$ cat src/rtl/eth_frame_gen.sv
// 10BASE-T frame transmitter: byte-wise payload buffer, Manchester-coded serialiser with CRC-32 FCS.
// Optional normal-link-pulse generation is enabled by defining ETH_FRAME_GEN_NLP_EN.
module eth_frame_gen #(
    parameter int unsigned BIT_DIV    = 5,
    parameter int unsigned BUF_DEPTH  = 64,
    parameter int unsigned NLP_PERIOD = 1_600_000,
    parameter int unsigned NLP_WIDTH  = 10
) (
    input  logic        clk,
    input  logic        reset,
    input  logic        wr_en,
    input  logic [7:0]  wr_data,
    input  logic        transmit,
    input  logic [47:0] dst_mac,
    input  logic [47:0] src_mac,
    input  logic [15:0] eth_type,
    output logic        tx_w,
    output logic        eth_data_s,
    output logic        tx_en,
    output logic        done,
    output logic        buf_full
);
    localparam int unsigned AddrW   = $clog2(BUF_DEPTH);
    localparam int unsigned CountW  = AddrW + 1;
    localparam int unsigned HalfW   = (BIT_DIV > 1) ? $clog2(BIT_DIV) : 1;
    localparam logic [31:0] CrcPoly = 32'hEDB88320;

    typedef enum logic [2:0] {
        StIdle, StPre, StSfd, StHdr, StPay, StPad, StFcs, StEtd
    } state_e;

    state_e            state_q, state_d;
    logic [HalfW-1:0]  half_cnt_q, half_cnt_d;
    logic              half_q, half_d;
    logic [2:0]        bit_q, bit_d;
    logic [CountW-1:0] byte_q, byte_d;
    logic [CountW-1:0] count_q, count_d;
    logic [CountW-1:0] len_q, len_d;
    logic [111:0]      hdr_q, hdr_d;
    logic [31:0]       crc_q, crc_d;
    logic [7:0]        mem [BUF_DEPTH];

    logic       nlp_active;
    logic       start;
    logic       wr_ok;
    logic       bit_end;
    logic       byte_end;
    logic       cur_bit;
    logic [7:0] cur_byte;

    assign bit_end  = half_q && (half_cnt_q == HalfW'(BIT_DIV - 1));
    assign byte_end = bit_end && (bit_q == 3'd7);
    assign wr_ok    = wr_en && (state_q == StIdle) && !buf_full && !start && !reset;
    assign buf_full = (count_q == CountW'(BUF_DEPTH));

`ifdef ETH_FRAME_GEN_NLP_EN
    localparam int unsigned NlpSpan = NLP_PERIOD + NLP_WIDTH;
    localparam int unsigned NlpW    = $clog2(NlpSpan);

    logic [NlpW-1:0] nlp_cnt_q, nlp_cnt_d;
    logic            pend_q, pend_d;

    // Counter values at or above NLP_PERIOD form the pulse window.
    assign nlp_active = (state_q == StIdle) && (nlp_cnt_q >= NlpW'(NLP_PERIOD));
    assign start      = (state_q == StIdle) && (transmit || pend_q) && !nlp_active;

    always_comb begin
        nlp_cnt_d = nlp_cnt_q;
        pend_d    = pend_q;
        if (done) begin
            nlp_cnt_d = '0;
        end else if (state_q == StIdle) begin
            nlp_cnt_d = (nlp_cnt_q == NlpW'(NlpSpan - 1)) ? '0 : nlp_cnt_q + NlpW'(1);
        end
        if (start) begin
            pend_d = 1'b0;
        end else if (nlp_active && transmit) begin
            pend_d = 1'b1;
        end
    end

    always_ff @(posedge clk) begin
        if (reset) begin
            nlp_cnt_q <= '0;
            pend_q    <= 1'b0;
        end else begin
            nlp_cnt_q <= nlp_cnt_d;
            pend_q    <= pend_d;
        end
    end
`else
    logic unused_nlp;

    assign nlp_active = 1'b0;
    assign start      = (state_q == StIdle) && transmit;
    assign unused_nlp = ^{NLP_PERIOD, NLP_WIDTH};
`endif

    // State register
    always_ff @(posedge clk) begin
        if (reset) begin
            state_q <= StIdle;
        end else begin
            state_q <= state_d;
        end
    end

    // Next-state logic; transitions happen only on byte (or ETD bit) boundaries.
    always_comb begin
        state_d = state_q;
        unique case (state_q)
            StIdle: if (start) state_d = StPre;
            StPre:  if (byte_end && byte_q == CountW'(6)) state_d = StSfd;
            StSfd:  if (byte_end) state_d = StHdr;
            StHdr: begin
                if (byte_end && byte_q == CountW'(13)) begin
                    state_d = (len_q == '0) ? StPad : StPay;
                end
            end
            StPay: begin
                if (byte_end && byte_q == len_q - CountW'(1)) begin
                    state_d = (len_q >= CountW'(46)) ? StFcs : StPad;
                end
            end
            StPad:  if (byte_end && (byte_q + len_q) == CountW'(45)) state_d = StFcs;
            StFcs:  if (byte_end && byte_q == CountW'(3)) state_d = StEtd;
            StEtd:  if (bit_end && bit_q == 3'd1) state_d = StIdle;
            default: state_d = StIdle;
        endcase
    end

    // Byte source for the bit currently on the line.
    always_comb begin
        cur_byte = 8'h00;
        unique case (state_q)
            StPre:   cur_byte = 8'h55;
            StSfd:   cur_byte = 8'hD5;
            StHdr:   cur_byte = hdr_q[111:104];
            StPay:   cur_byte = mem[byte_q[AddrW-1:0]];
            default: cur_byte = 8'h00;
        endcase
        cur_bit = (state_q == StFcs) ? ~crc_q[0] : cur_byte[bit_q];
    end

    // Datapath next-state
    always_comb begin
        half_cnt_d = half_cnt_q;
        half_d     = half_q;
        bit_d      = bit_q;
        byte_d     = byte_q;
        hdr_d      = hdr_q;
        crc_d      = crc_q;
        len_d      = len_q;
        count_d    = count_q;
        if (state_q == StIdle) begin
            half_cnt_d = '0;
            half_d     = 1'b0;
            bit_d      = '0;
            byte_d     = '0;
            if (start) begin
                hdr_d = {dst_mac, src_mac, eth_type};
                len_d = count_q;
                crc_d = '1;
            end else if (wr_ok) begin
                count_d = count_q + CountW'(1);
            end
        end else begin
            if (half_cnt_q == HalfW'(BIT_DIV - 1)) begin
                half_cnt_d = '0;
                half_d     = ~half_q;
            end else begin
                half_cnt_d = half_cnt_q + HalfW'(1);
            end
            if (bit_end) begin
                bit_d = bit_q + 3'd1;
                if (state_q inside {StHdr, StPay, StPad}) begin
                    crc_d = {1'b0, crc_q[31:1]} ^ ((crc_q[0] ^ cur_bit) ? CrcPoly : 32'h0);
                end else if (state_q == StFcs) begin
                    // FCS bits are taken from crc_q[0]; shift the remainder out.
                    crc_d = {1'b1, crc_q[31:1]};
                end
            end
            if (byte_end) begin
                byte_d = (state_d != state_q) ? '0 : byte_q + CountW'(1);
                if (state_q == StHdr) begin
                    hdr_d = {hdr_q[103:0], 8'h00};
                end
            end
            if (done) begin
                count_d = '0;
            end
        end
    end

    always_ff @(posedge clk) begin
        if (reset) begin
            half_cnt_q <= '0;
            half_q     <= 1'b0;
            bit_q      <= '0;
            byte_q     <= '0;
            hdr_q      <= '0;
            crc_q      <= '1;
            len_q      <= '0;
            count_q    <= '0;
        end else begin
            half_cnt_q <= half_cnt_d;
            half_q     <= half_d;
            bit_q      <= bit_d;
            byte_q     <= byte_d;
            hdr_q      <= hdr_d;
            crc_q      <= crc_d;
            len_q      <= len_d;
            count_q    <= count_d;
        end
    end

    always_ff @(posedge clk) begin
        if (wr_ok) begin
            mem[count_q[AddrW-1:0]] <= wr_data;
        end
    end

    // Outputs: bit 1 is low-then-high, bit 0 high-then-low.
    always_comb begin
        tx_w  = (state_q != StIdle);
        tx_en = tx_w || nlp_active;
        done  = (state_q == StEtd) && bit_end && (bit_q == 3'd1);
        if (state_q == StIdle) begin
            eth_data_s = nlp_active;
        end else if (state_q == StEtd) begin
            eth_data_s = 1'b1;
        end else begin
            eth_data_s = half_q ? cur_bit : ~cur_bit;
        end
    end

endmodule

$ cat config.mk
export PLATFORM = sky130hd
export DESIGN_NAME = eth_frame_gen
export DESIGN_NICKNAME = d
export VERILOG_FILES = /design/src/rtl/eth_frame_gen.sv
export SDC_FILE = /design/constraint.sdc
export NUM_CORES = 1
export LEC_CHECK = 0
export ABC_AREA = 1
export CORE_MARGIN = 5
export CORE_UTILIZATION = 60
export DETAILED_ROUTE_END_ITERATION = 7
export PLACE_DENSITY = 0.79
export RECOVER_POWER = 50
export SETUP_SLACK_MARGIN = 0.1
export SLEW_MARGIN = 20
export SYNTH_ARGS = -nofsm -noshare
export SYNTH_HDL_FRONTEND = slang
export SYNTH_SLANG_ARGS = --single-unit
export TNS_END_PERCENT = 50
$ cat constraint.sdc
create_clock -name clk -period 3.3 [get_ports clk]
set_clock_uncertainty 0.05 [all_clocks]
set_input_delay 0.66 -clock clk [delete_from_list [all_inputs] [get_ports clk]]
set_output_delay 0.66 -clock clk [all_outputs]
set_load 0.05 [all_outputs]
Word-level counts from Yosys, hierarchy flattened. Memory sizes are Yosys's and may differ from the RTL's. A register that Yosys moved wholly into a read port is not among the register bits. Cells that the tools add are included.

Bits in registers: 175. Bits in writable memories: 512. Bits of input ports: 124. Word-level logic and storage cells: 113. Memories: 1.

$add $sub $neg: 6. Magnitude comparators: 2. Equal/unequal tests: 20. Mux-type cells: 37. Bitwise gates (word level): 5. Reduce and logical (&&, ||, !) cells: 33.

Memory list: mem (words 64, width 8, read ports 1, clocked after memory_dff 1, write ports 1, line 41) `logic [7:0] mem [BUF_DEPTH];`.

Operators by type and width (count): 112-bit two-way mux (4); 32-bit two-way mux (6); 7-bit two-way mux (5); 8-bit case mux with 4 select lines (1); 31-bit by 32-bit XOR with 32-bit output (1); 3-bit two-way mux (8); 3-bit case mux with 8 select lines (1); 3-bit equality test (second input constant) (6); 1-bit logical AND (15); 7-bit by 1-bit adder with 7-bit output (second input constant) (2); 6-bit two-way mux (2); 3-bit AND reduction (3); 3-bit nonzero test (3); 1-bit two-way mux (8); 2-bit nonzero test (4); 7-bit adder (1); 7-bit by 2-bit equality test with 1-bit output (second input constant) (1); 7-bit by 3-bit equality test with 1-bit output (second input constant) (1); 7-bit by 4-bit equality test with 1-bit output (second input constant) (1); 7-bit by 6-bit equality test with 1-bit output (second input constant) (1); 7-bit equality test (1); 7-bit equality test (second input constant) (1); 7-bit by 6-bit greater-or-equal comparator with 1-bit output (second input constant) (1); 7-bit zero test (1); other kinds (16) (25).

Longest topological paths before layout. Gate-level depths: netlist of the first run.

Depth in word-level cells: 11. Depth in mapped cells: 24.

Worst setup path before layout of the first run. No wires, ideal clock.

Path type: register -> output. Start: register with a tool-made name. End: output eth_data_s. Data arrival time: 2243 ps. Path slack: 347 ps. Stages on the path, launching flop included: 21. Buffers on the path: 3. Cell sequence: dfxtp_1 -> buf_4 -> buf_4 -> buf_2 -> nand2_1 -> nand3_1 -> nand3_1 -> nand2_1 -> nand2_1 -> nand3_1 -> nand3_1 -> nand2_1 -> nand2_1 -> nand2_1 -> nand3_1 -> nand3_2 -> nand2_2 -> o21ai_0 -> xor2_1 -> o21ai_0 -> inv_1.

RTL lines: end, declared (line 18) `output logic eth_data_s,`.

==> results of run 1 <==
==> layout by cell type, fill, tap and decap left out, types with 3 or more instances in the layout <==
| cell | n |
|---|---|
| nand3_2 | 25 |
| nand3_1 | 449 |
| o21ai_1 | 6 |
| edfxtp_1 | 512 |
| ha_1 | 18 |
| buf_2 | 3 |
| xor2_1 | 14 |
| bufbuf_16 | 5 |
| nand4_1 | 18 |
| clkinv_2 | 12 |
| clkbuf_2 | 14 |
| nand2_1 | 1002 |
| inv_1 | 84 |
| buf_8 | 6 |
| bufinv_16 | 9 |
| xnor2_1 | 5 |
| dfxtp_1 | 177 |
| clkdlybuf4s50_1 | 114 |
| clkinv_1 | 15 |
| inv_6 | 4 |
| nor4_1 | 3 |
| buf_16 | 6 |
| a31oi_1 | 105 |
| o21ai_0 | 129 |
| clkbuf_1 | 31 |
| a21oi_1 | 37 |
| buf_12 | 28 |
| o22ai_1 | 18 |
| nor3_1 | 10 |
| nand2_2 | 7 |
| a211oi_1 | 3 |
| nor2_1 | 110 |
| buf_6 | 6 |
| clkbuf_16 | 77 |
| buf_4 | 107 |
==> power by group through the flow <==
stage                     clock network [W]  registers (W)  logic (W)
final                               0.00826        0.00958   0.000899
after global routing                0.00868        0.00959   0.000987
after CTS                           0.00823        0.00957   0.000895
after detailed placement                  0        0.00975   0.000884
after global placement                    0        0.00975   0.000863
after floorplan                           0        0.00973   0.000459
==> cell families (layout without fill, tap and decap cells) <==
kind of cell,Yosys count,in the layout
compound gates,306,306
xor+xnor,20,20
other cells,0,2
flops,693,693
buf+inv,278,533
simple gates,1631,1631
fa+ha+maj,19,19
==> synthesized netlist by cell type (all sizes together) (5+ instances only) <==
master	number
nand3	476
nor2	111
nand2	1009
clkbuf	79
dfxtp	181
a31oi	105
o22ai	18
nor3	10
buf	107
edfxtp	512
nand4	18
a21oi	39
xnor2	5
o21ai	136
inv	89
xor2	15
ha	18
==> layout make-up <==
class	count	share of cell area, %
repair buffers	313	9.23
flip-flops and latches	693	54.5
multi-input cells	1976	26.2
well taps	615	2.21
clock inverters	41	1.28
diodes	2	0.0144
inverters	92	1.04
clock buffers	87	5.55
==> flip-flops by register name (all words and copies together), names as in the netlist, named ones only <==
register,cells
bit_q,3
byte_q,7
count_q,7
crc_q,32
half_cnt_q,3
half_q,1
hdr_q,112
len_q,7
mem,512
state_q,3
==> layer usage <==
layer	GRT usage (%)	routed length, um	part of all wire, %
met5	0	0	0
met4	14.0	4350	5.1
met3	5.91	9180	11
met2	47.5	39000	46
met1	42.4	32000	38
==> what timing repair did <==
item | CTS | global route
pin swaps | 6 | 8
endpoints found under the hold margin | 0 | 0
endpoints found under the setup margin | 3 | 27
cloned | 7 | 2
setup buffers | 6 | 1
gates resized for setup | 57 | 16
==> per-stage QoR <==
| stage | utilization, % | setup slack [ns] | cell area [sq um] | TNS, ns |
|---|---|---|---|---|
| floorplan | - | 0.347 | 29200 | 0 |
| global placement | 66.7 | -0.192 | 32000 | -0.192 |
| detailed placement | 66.7 | -0.200 | 32000 | -0.282 |
| CTS | 72.7 | -0.561 | 34900 | -0.561 |
| global route | 72.7 | -0.848 | 34900 | -36.41 |
| finish | 72.7 | -0.769 | 34900 | -7.92 |
==> final timing paths <==
check,startpoint,endpoint
hold / removal,half_cnt_q[0],half_cnt_q[0]
setup reg to reg,state_q[0],register
setup / recovery,register,eth_data_s
hold reg to reg,half_cnt_q[0],half_cnt_q[0]
==> worst max-delay path: cells and delay by family (launching register included) <==
kind            cells  cell delay [ns]
simple gates       13             1.39
buf+inv             4             0.58
flops               1             0.46
compound gates      2             0.16
xor+xnor            1             0.15
==> results.ini, run 1 <==
[routing]
firstDrtPassIters=8
wire_per_inst_um=22.1
ant_nets=0
drcViolationCount=0
via_per_inst=6.20
drt_iter0_markers=3046
routed_wirelength_um=84500
via_count=23700

[placement]
gp_congestion=0.961
portBuffers=128
detailed_place_hpwl_um=51600
placed_cells=3673

[synth]
synth_edf_count=512
synth_top_family_by_area=simple AND/OR/NAND/NOR gates
synthCells=2947
syn_nets=3090
synth_top_area_cell=edfxtp_1
avgSynthCellArea_sq_um=9.92
yosys-top-cells-area=edfxtp_1 (53%), nand2_1 (13%), dfxtp_1 (12%)
synth_xor_xnor_area_share_pct=0.599
post_synth_and_or_nand_nor_area_fraction_pct=23.4
synthAdderAreaFrac_pct=0.839
synth.area.mux_share_pct=0
ys.flop_type=edfxtp_1
synth_compound_area_share_pct=5.85
synth_top_area_share_pct=52.6
syn_area_sq_um=29200
synth-async-reset-ratio_pct=0
synthDistinctLibCells=40
yosysSeqAreaShare_pct=65.0
synth_seq_cells=693
yosysWarnings=0

[hold_path]
min_path_cells=1
hp-class=reg2reg

[clock_tree]
clockRootBuffer=clkbuf_16
cts_sinks=693
cts_made_buffers=70
cts_max_path_buffers=3
h-tree-depth=3
cts_hold_buf=0
clock_latency_ns=0.61
cts_tree=yes
clkTransAtPathRegs_ns=0.07

[timing]
worst_pin_slew_ns=2.31
fin_crit_sh_pct=123
timing.fmax_mhz=246
rsz0062_at_grt=true
hold_viol_final=0
slew_headroom_pct=-54.0
slew_viol_final=542
holdWs_ns=0.418
period_needed_ns=4.07
finalWorstSetupSlack_ns=-0.769
setup_viol=109

[outcome]
outcome=complete, but fails checks
failed_checks=max-capacitance violations, max-slew violations, negative setup slack

[worst_setup_path]
crit_fanout=22
endpoint_kind=output pin
path_cells=buf_6 > buf_12 > nand2_1 > nand3_1 > nand3_1 > nand2_1 > nand2_1 > nand3_1 > nand3_2 > nand2_1 > nand2_1 > nand2_1 > nand3_1 > nand3_2 > nand2_2 > o21ai_2 > xor2_1 > o21ai_1 > inv_1 > buf_12
start_kind=register
worstPathArrival_ns=3.36
cp_slowest_stage_delay_ns=0.46
path_class=reg2out
crit_path_frequent_cell=nand2_1
cp.required_ns=2.59
rr_worst_depth=9
reg2reg_slack_ns=-0.23
worst_path_max_delay_cell=dfxtp_4

[floorplan]
die_w_um=231
start_util_pct=61.0
rows=80
die_area_sq_um=53200
pin_count=129
fp.coreArea_sq_um=47900
die_height_um=231

[global_route]
grt_pass1_wl_um=127000
antenna_found_initial=1
grt_max_degree=108
grt_pass1_vias=22800
grtUsageTotal_pct=30.6
grt.overflow.total=0

[pwr]
power_density_nw_per_um2=537
p_sw_share_pct=21.5
ir_drop_mv=0.440
seqPwrFrac_pct=51.1
internal_power_w=0.0147
clockPowerShare_pct=44.1
p_leak_nw=13.3
p_sw_w=0.00402
p_comb_share_pct=4.8
power_w=0.0187

[cells_and_area]
layout.cells.non_filler=3819
n_fill_cell=3158
syn2layout_area_growth_pct=19.3
regArea_sq_um=19000
final_nets=3289
multi_input_area_sq_um=9120
drive_above_1_share_pct=10.4

[job]
drv_cap=9

Note: power is estimated with default switching activity, not from simulation.
==> run 2, diff against run 1 <==
--- a/config.mk
+++ b/config.mk
@@ -6,13 +6,13 @@
 export NUM_CORES = 1
 export LEC_CHECK = 0
 export ABC_AREA = 1
+export CAP_MARGIN = 0
 export CORE_MARGIN = 5
 export CORE_UTILIZATION = 60
 export DETAILED_ROUTE_END_ITERATION = 7
 export PLACE_DENSITY = 0.79
 export RECOVER_POWER = 50
 export SETUP_SLACK_MARGIN = 0.1
-export SLEW_MARGIN = 20
 export SYNTH_ARGS = -nofsm -noshare
 export SYNTH_HDL_FRONTEND = slang
 export SYNTH_SLANG_ARGS = --single-unit
==> results of run 2 <==
Final layout, timing and power as in run 1 (identical DEF).
